[src/rtl/fft_twiddle_sequencer.sv]
// Butterfly command sequencer for a 64-point radix-2 DIT FFT.
// Walks 6 stages x 32 butterflies and drives the sin/cos twiddle ROM selects.
module fft_twiddle_sequencer #(
   parameter int unsigned STAGE_GAP = 4
) (
   input  logic       clk,
   input  logic       rst_n,
   input  logic       start,
   input  logic       abort,
   input  logic       bf_ready,
   output logic       bf_valid,
   output logic [2:0] stage,
   output logic [4:0] bfly,
   output logic [5:0] addr_a,
   output logic [5:0] addr_b,
   output logic [5:0] tw_im_sel,
   output logic [5:0] tw_re_sel,
   output logic       last,
   output logic       busy,
   output logic       done
);

   typedef enum logic [1:0] {StIdle, StRun, StGap, StDone} state_e;

   localparam bit         HasGap  = (STAGE_GAP > 0);
   localparam logic [3:0] GapLoad = HasGap ? 4'(STAGE_GAP - 1) : 4'd0;

   state_e     state_q;
   logic [2:0] stage_q;
   logic [4:0] bfly_q;
   logic [3:0] gap_q;
   logic       valid_q;
   logic       busy_q;
   logic       done_q;

   always_ff @(posedge clk or negedge rst_n) begin
      if (!rst_n) begin
         state_q <= StIdle;
         stage_q <= 3'd0;
         bfly_q  <= 5'd0;
         gap_q   <= 4'd0;
         valid_q <= 1'b0;
         busy_q  <= 1'b0;
         done_q  <= 1'b0;
      end else if (abort) begin
         state_q <= StIdle;
         stage_q <= 3'd0;
         bfly_q  <= 5'd0;
         gap_q   <= 4'd0;
         valid_q <= 1'b0;
         busy_q  <= 1'b0;
         done_q  <= 1'b0;
      end else begin
         case (state_q)
            StIdle: begin
               if (start) begin
                  state_q <= StRun;
                  stage_q <= 3'd0;
                  bfly_q  <= 5'd0;
                  valid_q <= 1'b1;
                  busy_q  <= 1'b1;
               end
            end
            StRun: begin
               if (bf_ready) begin
                  bfly_q <= bfly_q + 5'd1;
                  if (bfly_q == 5'd31) begin
                     if (stage_q == 3'd5) begin
                        state_q <= StDone;
                        valid_q <= 1'b0;
                        done_q  <= 1'b1;
                     end else if (HasGap) begin
                        // stage advances on leaving the gap
                        state_q <= StGap;
                        gap_q   <= GapLoad;
                        valid_q <= 1'b0;
                     end else begin
                        stage_q <= stage_q + 3'd1;
                     end
                  end
               end
            end
            StGap: begin
               if (gap_q == 4'd0) begin
                  state_q <= StRun;
                  stage_q <= stage_q + 3'd1;
                  valid_q <= 1'b1;
               end else begin
                  gap_q <= gap_q - 4'd1;
               end
            end
            StDone: begin
               state_q <= StIdle;
               stage_q <= 3'd0;
               bfly_q  <= 5'd0;
               busy_q  <= 1'b0;
               done_q  <= 1'b0;
            end
            default: begin
               state_q <= StIdle;
               valid_q <= 1'b0;
               busy_q  <= 1'b0;
               done_q  <= 1'b0;
            end
         endcase
      end
   end

   logic [5:0] half;
   logic [4:0] pos;
   logic [4:0] grp;
   logic [5:0] k;

   // Pair spacing doubles each stage; bit s of addr_a is always 0 so addr_b never wraps.
   always_comb begin
      half   = 6'd1 << stage_q;
      pos    = bfly_q & 5'(half - 6'd1);
      grp    = bfly_q >> stage_q;
      addr_a = ({1'b0, grp} << (stage_q + 3'd1)) | {1'b0, pos};
      addr_b = addr_a + half;
      k      = {1'b0, pos} << (3'd5 - stage_q);
   end

   // cos(x) = -sin(x - pi/2), so the real part reads the same ROM shifted by 48
   assign tw_im_sel = k;
   assign tw_re_sel = k + 6'd48;

   assign bf_valid = valid_q;
   assign stage    = stage_q;
   assign bfly     = bfly_q;
   assign busy     = busy_q;
   assign done     = done_q;
   assign last     = valid_q && (stage_q == 3'd5) && (bfly_q == 5'd31);

endmodule

[config.mk]
export PLATFORM = sky130hd
export DESIGN_NAME = fft_twiddle_sequencer
export DESIGN_NICKNAME = d
export VERILOG_FILES = /design/src/rtl/fft_twiddle_sequencer.sv
export SDC_FILE = /design/constraint.sdc
export NUM_CORES = 1
export LEC_CHECK = 0
export BUFFER_PORTS_ARGS = -buffer_cell sky130_fd_sc_hd__buf_2
export CORE_ASPECT_RATIO = 1.25
export CORE_MARGIN = 1.5
export CORE_UTILIZATION = 55
export CTS_CLUSTER_DIAMETER = 50
export DETAILED_ROUTE_END_ITERATION = 8
export PLACE_DENSITY = 0.81
export SYNTH_ARGS = -nofsm -noshare
export SYNTH_HDL_FRONTEND = slang
export SYNTH_SLANG_ARGS = --single-unit
[constraint.sdc]
create_clock -name clk -period 3.9 [get_ports clk]
set_input_delay 0.39 -clock clk [delete_from_list [all_inputs] [get_ports clk]]
set_output_delay 0.39 -clock clk [all_outputs]
set_load 0.02 [all_outputs]
=== After elaboration in Yosys (flattened, before gate mapping) ===
Cells that the tools add are included.

* Bitwise operators: 2
* Shift operators: 4
* Eq/ne operators: 13
* Add/sub/neg operators: 7
* Reduce and logical (&&, ||, !) cells: 16
* Multiplexer cells: 34

{| class="wikitable"
|+ Operator list
! kind !! number
|-
| $ne 3x3->1 const B || 7
|-
| $mux 4 || 5
|-
| $mux 5 || 3
|-
| $pmux 5 s3 || 1
|-
| $shl 5x3->6 || 2
|-
| $mux 1 || 11
|-
| $mux 2 || 5
|-
| $reduce_and 5->1 || 2
|-
| $mux 3 || 3
|-
| $pmux 3 s3 || 1
|-
| $reduce_bool 3->1 || 3
|-
| $pmux 2 s4 || 1
|-
| $pmux 4 s2 || 1
|-
| $reduce_and 4->1 || 2
|-
| $reduce_bool 4->1 || 2
|-
| $add 6x6->6 || 1
|-
| $add 6x6->6 const B || 1
|-
| $or 6x5->6 || 1
|-
| $reduce_and 3->1 || 2
|-
| $shl 1x3->6 const A || 1
|-
| $add 5x1->5 const B || 1
|-
| $and 5x5->5 || 1
|-
| $eq 5x5->1 const B || 1
|-
| $shr 5x3->5 || 1
|-
| other kinds (14) || 17
|}

* Input bits: 5
* Output and inout port bits: 36
* Flip-flop bits (word level): 17

=== Logic depth before layout (Yosys ltp) ===
* Depth after elaboration: 6
* Depth in mapped cells: 14
* Depth with buffers taken out: 12

=== Least setup slack after synthesis ===
No wires, ideal clock.

* Path type: register to output
* From: reg stage_q[1], in the netlist stage[1]
* To: out addr_b[5]
* Stages on the path, launching flop included: 15
* Arrival: 3593 ps
* Data required time: 3510 ps
* Path buffers: 3
* Slack: -83 ps
* Cell sequence: dfrtp_1 buf_6 clkbuf_1 inv_1 ha_1 clkbuf_1 xnor2_1 a22oi_1 o21ai_0 ha_1 nand2_1 o211ai_1 a21oi_1 xnor2_1 xnor2_1

* Word-level cells in the longest chain between the ends: 5
* Elaborated cells on any way between the ends: 8
* Classes of those cells: add/sub: 3; shift: 3; bitwise: 2

{| class="wikitable"
|+ RTL lines
! what !! RTL line !! source
|-
| start, declared || 29 || <nowiki>logic [2:0] stage_q;</nowiki>
|-
| start signal, assigned || 78 || <nowiki>stage_q <= stage_q + 3'd1;</nowiki>
|-
| start signal, assigned || 86 || <nowiki>stage_q <= stage_q + 3'd1;</nowiki>
|-
| $shl 1x3->6 || 116 || <nowiki>half = 6'd1 << stage_q;</nowiki>
|-
| $sub 5x1->5 || 117 || <nowiki>pos = bfly_q & 5'(half - 6'd1);</nowiki>
|-
| $and 5x5->5 || 117 ||
|-
| $or 6x5->6 (*) || 119 || <nowiki>addr_a = ({1'b0, grp} << (stage_q + 3'd1)) | {1'b0, pos};</nowiki>
|-
| via addr_a[2] || 14 || <nowiki>output logic [5:0] addr_a,</nowiki>
|-
| $add 6x6->6 (*) || 120 || <nowiki>addr_b = addr_a + half;</nowiki>
|-
| end, declared || 15 || <nowiki>output logic [5:0] addr_b,</nowiki>
|}

The timed path passes the listed nets; every way through them passes the cells marked *.

=== Final worst setup path ===
* From: reg stage_q[1], in the netlist stage[1]
* To: out addr_b[5]

* Word-level cells in the longest chain between the ends: 5
* Elaborated cells on any way between the ends: 8
* Classes of those cells: add/sub: 3; shift: 3; bitwise: 2

{| class="wikitable"
|+ RTL lines
! what !! RTL line
|-
| $shl 1x3->6 || 116
|-
| $sub 5x1->5 || 117
|-
| $and 5x5->5 || 117
|-
| $or 6x5->6 || 119
|-
| $add 6x6->6 (*) || 120
|}

Mark *: on every way between the ends. The rest lies on a longest branch, timed or not.

==> impl_metrics.csv <==
group,metric,value,unit
setup_path,rr_worst_depth,7,
final_layout,area_delta_synth_final,12.5,%
final_layout,diodes,0,
setup_path,startpoint,"stage[1]$_DFFE_PN0P_",
routing,vias,1775,
floorplan,start_util,57.4,%
floorplan,die_area,0.00372,mm^2
worst_hold_path,hp-class,"input port to async pin",
run_status,status,"completed",
floorplan,pin_count,41,
power,p_sw,0.439,mW
sta,fin_crit_sh,90.1,%
final_layout,final_nets,297,
floorplan,rows,23,
setup_path,crit_path_end,"addr_b[5]",
clock_tree,htreeDepth,1,
place,portBuffers,40,
global_route,grt_pass1_wl,6.62,mm
global_route,antenna_found_initial,0,
power,ir_worst_vdd,0.000383,V
floorplan,dieWidth,54.9,um
setup_path,path_cells,"buf_4 -> inv_1 -> ha_1 -> nor2_1 -> a21o_1 -> ha_1 -> a21oi_1 -> o211ai_1 -> a21oi_1 -> xnor2_1 -> xnor2_1 -> buf_2",
routing,wire_per_inst,13.5,um
synthesis,synth_top_area_cell,"dfrtp_1",
synthesis,synth_seq_cells,17,
synthesis,synthCells,235,
sta,hold_violations,0,
place,hpwlAfterDp,3.24,mm
setup_path,start_kind,"register",
final_layout,post-route-util,64.6,%
synthesis,synth_cell_type_count,53,
setup_path,slowest_delay,0.44,ns
clock_tree,insertion_delay,0.25,ns
clock_tree,tritoncts,"yes",
clock_tree,cts_buffers,3,
routing,drc,0,
final_layout,drive_gt1_share,19.4,%
place,gp_congestion,0.832,
sta,fin_crit,3.51,ns
setup_path,crit_arrival,3.12,ns
synthesis,synth.avg_cell_area,7.87,um^2
final_layout,fill_cells,290,
floorplan,core-area,0.00322,mm^2
flow_run,maxCapViolCount,0,
clock_tree,cts_root_buffer,"clkbuf_8",
sta,fmaxAchievable,0.285,GHz
setup_path,critPathBufInv,3,
floorplan,dieHeight,67.9,um
setup_path,cp-end-kind,"primary output",
synthesis,yosysMostFrequentCell,"nand2_1",
setup_path,regToRegSetupSlack,1.80,ns
power,sequentialPowerShare,28.9,%
setup_path,critical-path-top-delay-family,"compound AO/OA/AOI/OAI gates",
setup_path,r2r-start,"bfly[0]$_DFFE_PN0P_",
global_route,track_usage,24.1,%
routing,drtPass1Iterations,4,
setup_path,worstPathMaxFanout,20,
power,p_clk_share,14.0,%
global_route,grt_start_max_net_pins,21,
sta,final-setup-viol-count,0,
sta,fin_skew,0.00328,ns
synthesis,synthArstFlopShare,100,%
power,pwr-share-comb,57.1,%
synthesis,synth-warning-count,0,
synthesis,ys_seq_area_share,23.0,%
synthesis,yosysTopAreaCellShare,23.0,%
synthesis,yosys-top-cells-count,"nand2_1, ha_1, o21ai_0, dfrtp_1, inv_1",
sta,finalSetupTns,0,ns
setup_path,crit_required,3.51,ns
sta,final-max-slew-violation-count,0,
clock_tree,cts_hold_buf,0,
power,switching_share,47.4,%
global_route,grt_pass1_vias,1609,
setup_path,cpMaxStageDelayCell,"ha_1",
power,leakage,1.08,nW
sta,worst_pin_slew,0.424,ns
synthesis,synth_nets,263,
clock_tree,cts_max_path_buffers,2,
routing,final_antenna_net_count,0,
synthesis,synth_edf_count,0,
routing,via_per_inst,5.82,
setup_path,crit_type,"register to primary output",
clock_tree,cts.sinks,17,
power,p_int,0.488,mW
clock_tree,clk_pin_slew,0.06,ns
synthesis,synthTopCellsByArea,"dfrtp_1, ha_1, nand2_1, o21ai_0, a21oi_1",
sta,maxSlewHeadroom,71.7,%
synthesis,synth-main-ff-cell,"dfrtp_1",
routing,wl,4.13,mm
global_route,overflow,0,
power,pwr_density_cell,445,mW/mm^2
routing,drt-initial-drc-count,41,
setup_path,regToRegEndpoint,"bf_valid$_DFFE_PN0P_",
synthesis,syn_area,0.00185,mm^2
setup_path,cp.depth,12,
sta,rsz0062_at_grt,"false",
logic make-up after synthesis:
logic type                 Yosys count  synth area share [%]
AOI/OAI and AO/OA                   66                  23.9
xor gates and xnor gates             8                  3.79
adders and majority gates           23                  16.0
buffers and inverters               30                  7.57
DFF                                 17                  23.0
muxes                                4                  2.77
and+or+nand+nor                     87                  23.0
how the worst min path moves through the flow:
stage,cells past startpoint,from,to,slack (ns)
after global placement,1,rst_n,bfly[4]$_DFFE_PN0P_,0.33
after global routing,1,rst_n,bfly[0]$_DFFE_PN0P_,0.08
final,1,rst_n,bfly[0]$_DFFE_PN0P_,0.05
after CTS,1,rst_n,bfly[0]$_DFFE_PN0P_,0.06
after detailed placement,1,rst_n,bfly[0]$_DFFE_PN0P_,0.33
after floorplan,0,rst_n,bf_valid$_DFFE_PN0P_,0.09
final cells by class:
type | count | area [um^2] | share of cell area, %
timing repair buffer | 42 | 215 | 10.3
tap | 37 | 46.3 | 2.22
clock buffer | 4 | 45.0 | 2.16
sequential | 17 | 427 | 20.5
inverter | 17 | 63.8 | 3.06
multi-input combinational | 188 | 1280 | 61.7
layout by cell type (no fill, tap or decap), drive strengths merged, types with 2 or more instances in the layout:
| master | n |
|---|---|
| nor3 | 3 |
| or3 | 4 |
| ha | 22 |
| o211ai | 2 |
| a21o | 4 |
| buf | 42 |
| xor2 | 2 |
| nor2b | 7 |
| clkbuf | 4 |
| or2 | 2 |
| nor2 | 14 |
| nand4 | 3 |
| o21ai | 20 |
| o31ai | 3 |
| a22oi | 3 |
| nand3 | 3 |
| dfrtp | 17 |
| inv | 17 |
| and3 | 4 |
| a21oi | 14 |
| xnor2 | 6 |
| a211oi | 3 |
| mux2 | 3 |
| nand2b | 5 |
| nand2 | 35 |
| and3b | 2 |
| a31oi | 5 |
| a32oi | 2 |
metal layers:
layer | global-route usage, % | vias to the layer above | wire [um]
met5 | 0 | - | 0
met4 | 10.9 | 0 | 71
met3 | 2.84 | 9 | 174
met2 | 44.0 | 57 | 2140
met1 | 26.7 | 815 | 1750
li1 | - | 894 | -
state kept, by name, indices dropped and copies added, names as in the netlist:
register and count:
gap_q 4, bf_valid 1, state_q 2, busy 1, done 1, stage 3, bfly 5
timing repair:
action / 4_1_cts / 5_1_grt
setup buffers: 0 / 0
setup endpoints to repair: 0 / 1
gates resized for setup: 0 / 1
worst register-to-register path: stages, from the launching register on:
cell and delay (ns):
dfrtp_1 0.53, ha_1 0.25, and3_1 0.16, ha_1 0.24
nand2_1 0.07, a21oi_1 0.32, o21ai_0 0.14, a221oi_1 0.28
through the flow:
step | hold WS [ns] | cell area (um^2) | std cells | total power [mW] | setup slack [ns]
detailed placement | 0.330 | 2040 | 301 | 0.799 | 0.529
global placement | 0.329 | 2040 | 301 | 0.787 | 0.671
global route | 0.0796 | 2080 | 305 | 1.03 | 0.150
floorplan | 0.0944 | 1850 | 235 | 0.675 | 0.128
finish | 0.0523 | 2080 | 305 | 0.927 | 0.388
CTS | 0.0608 | 2080 | 305 | 0.933 | 0.237
power groups by stage:
stage                     sequential [mW]  combinational (mW)  clock, mW
after detailed placement            0.271               0.528          0
after global routing                0.275               0.610      0.140
final                               0.268               0.529      0.130
after global placement              0.268               0.519          0
after CTS                           0.268               0.532      0.132
after floorplan                     0.279               0.396          0
Note: power is estimated with default switching activity, not from simulation.
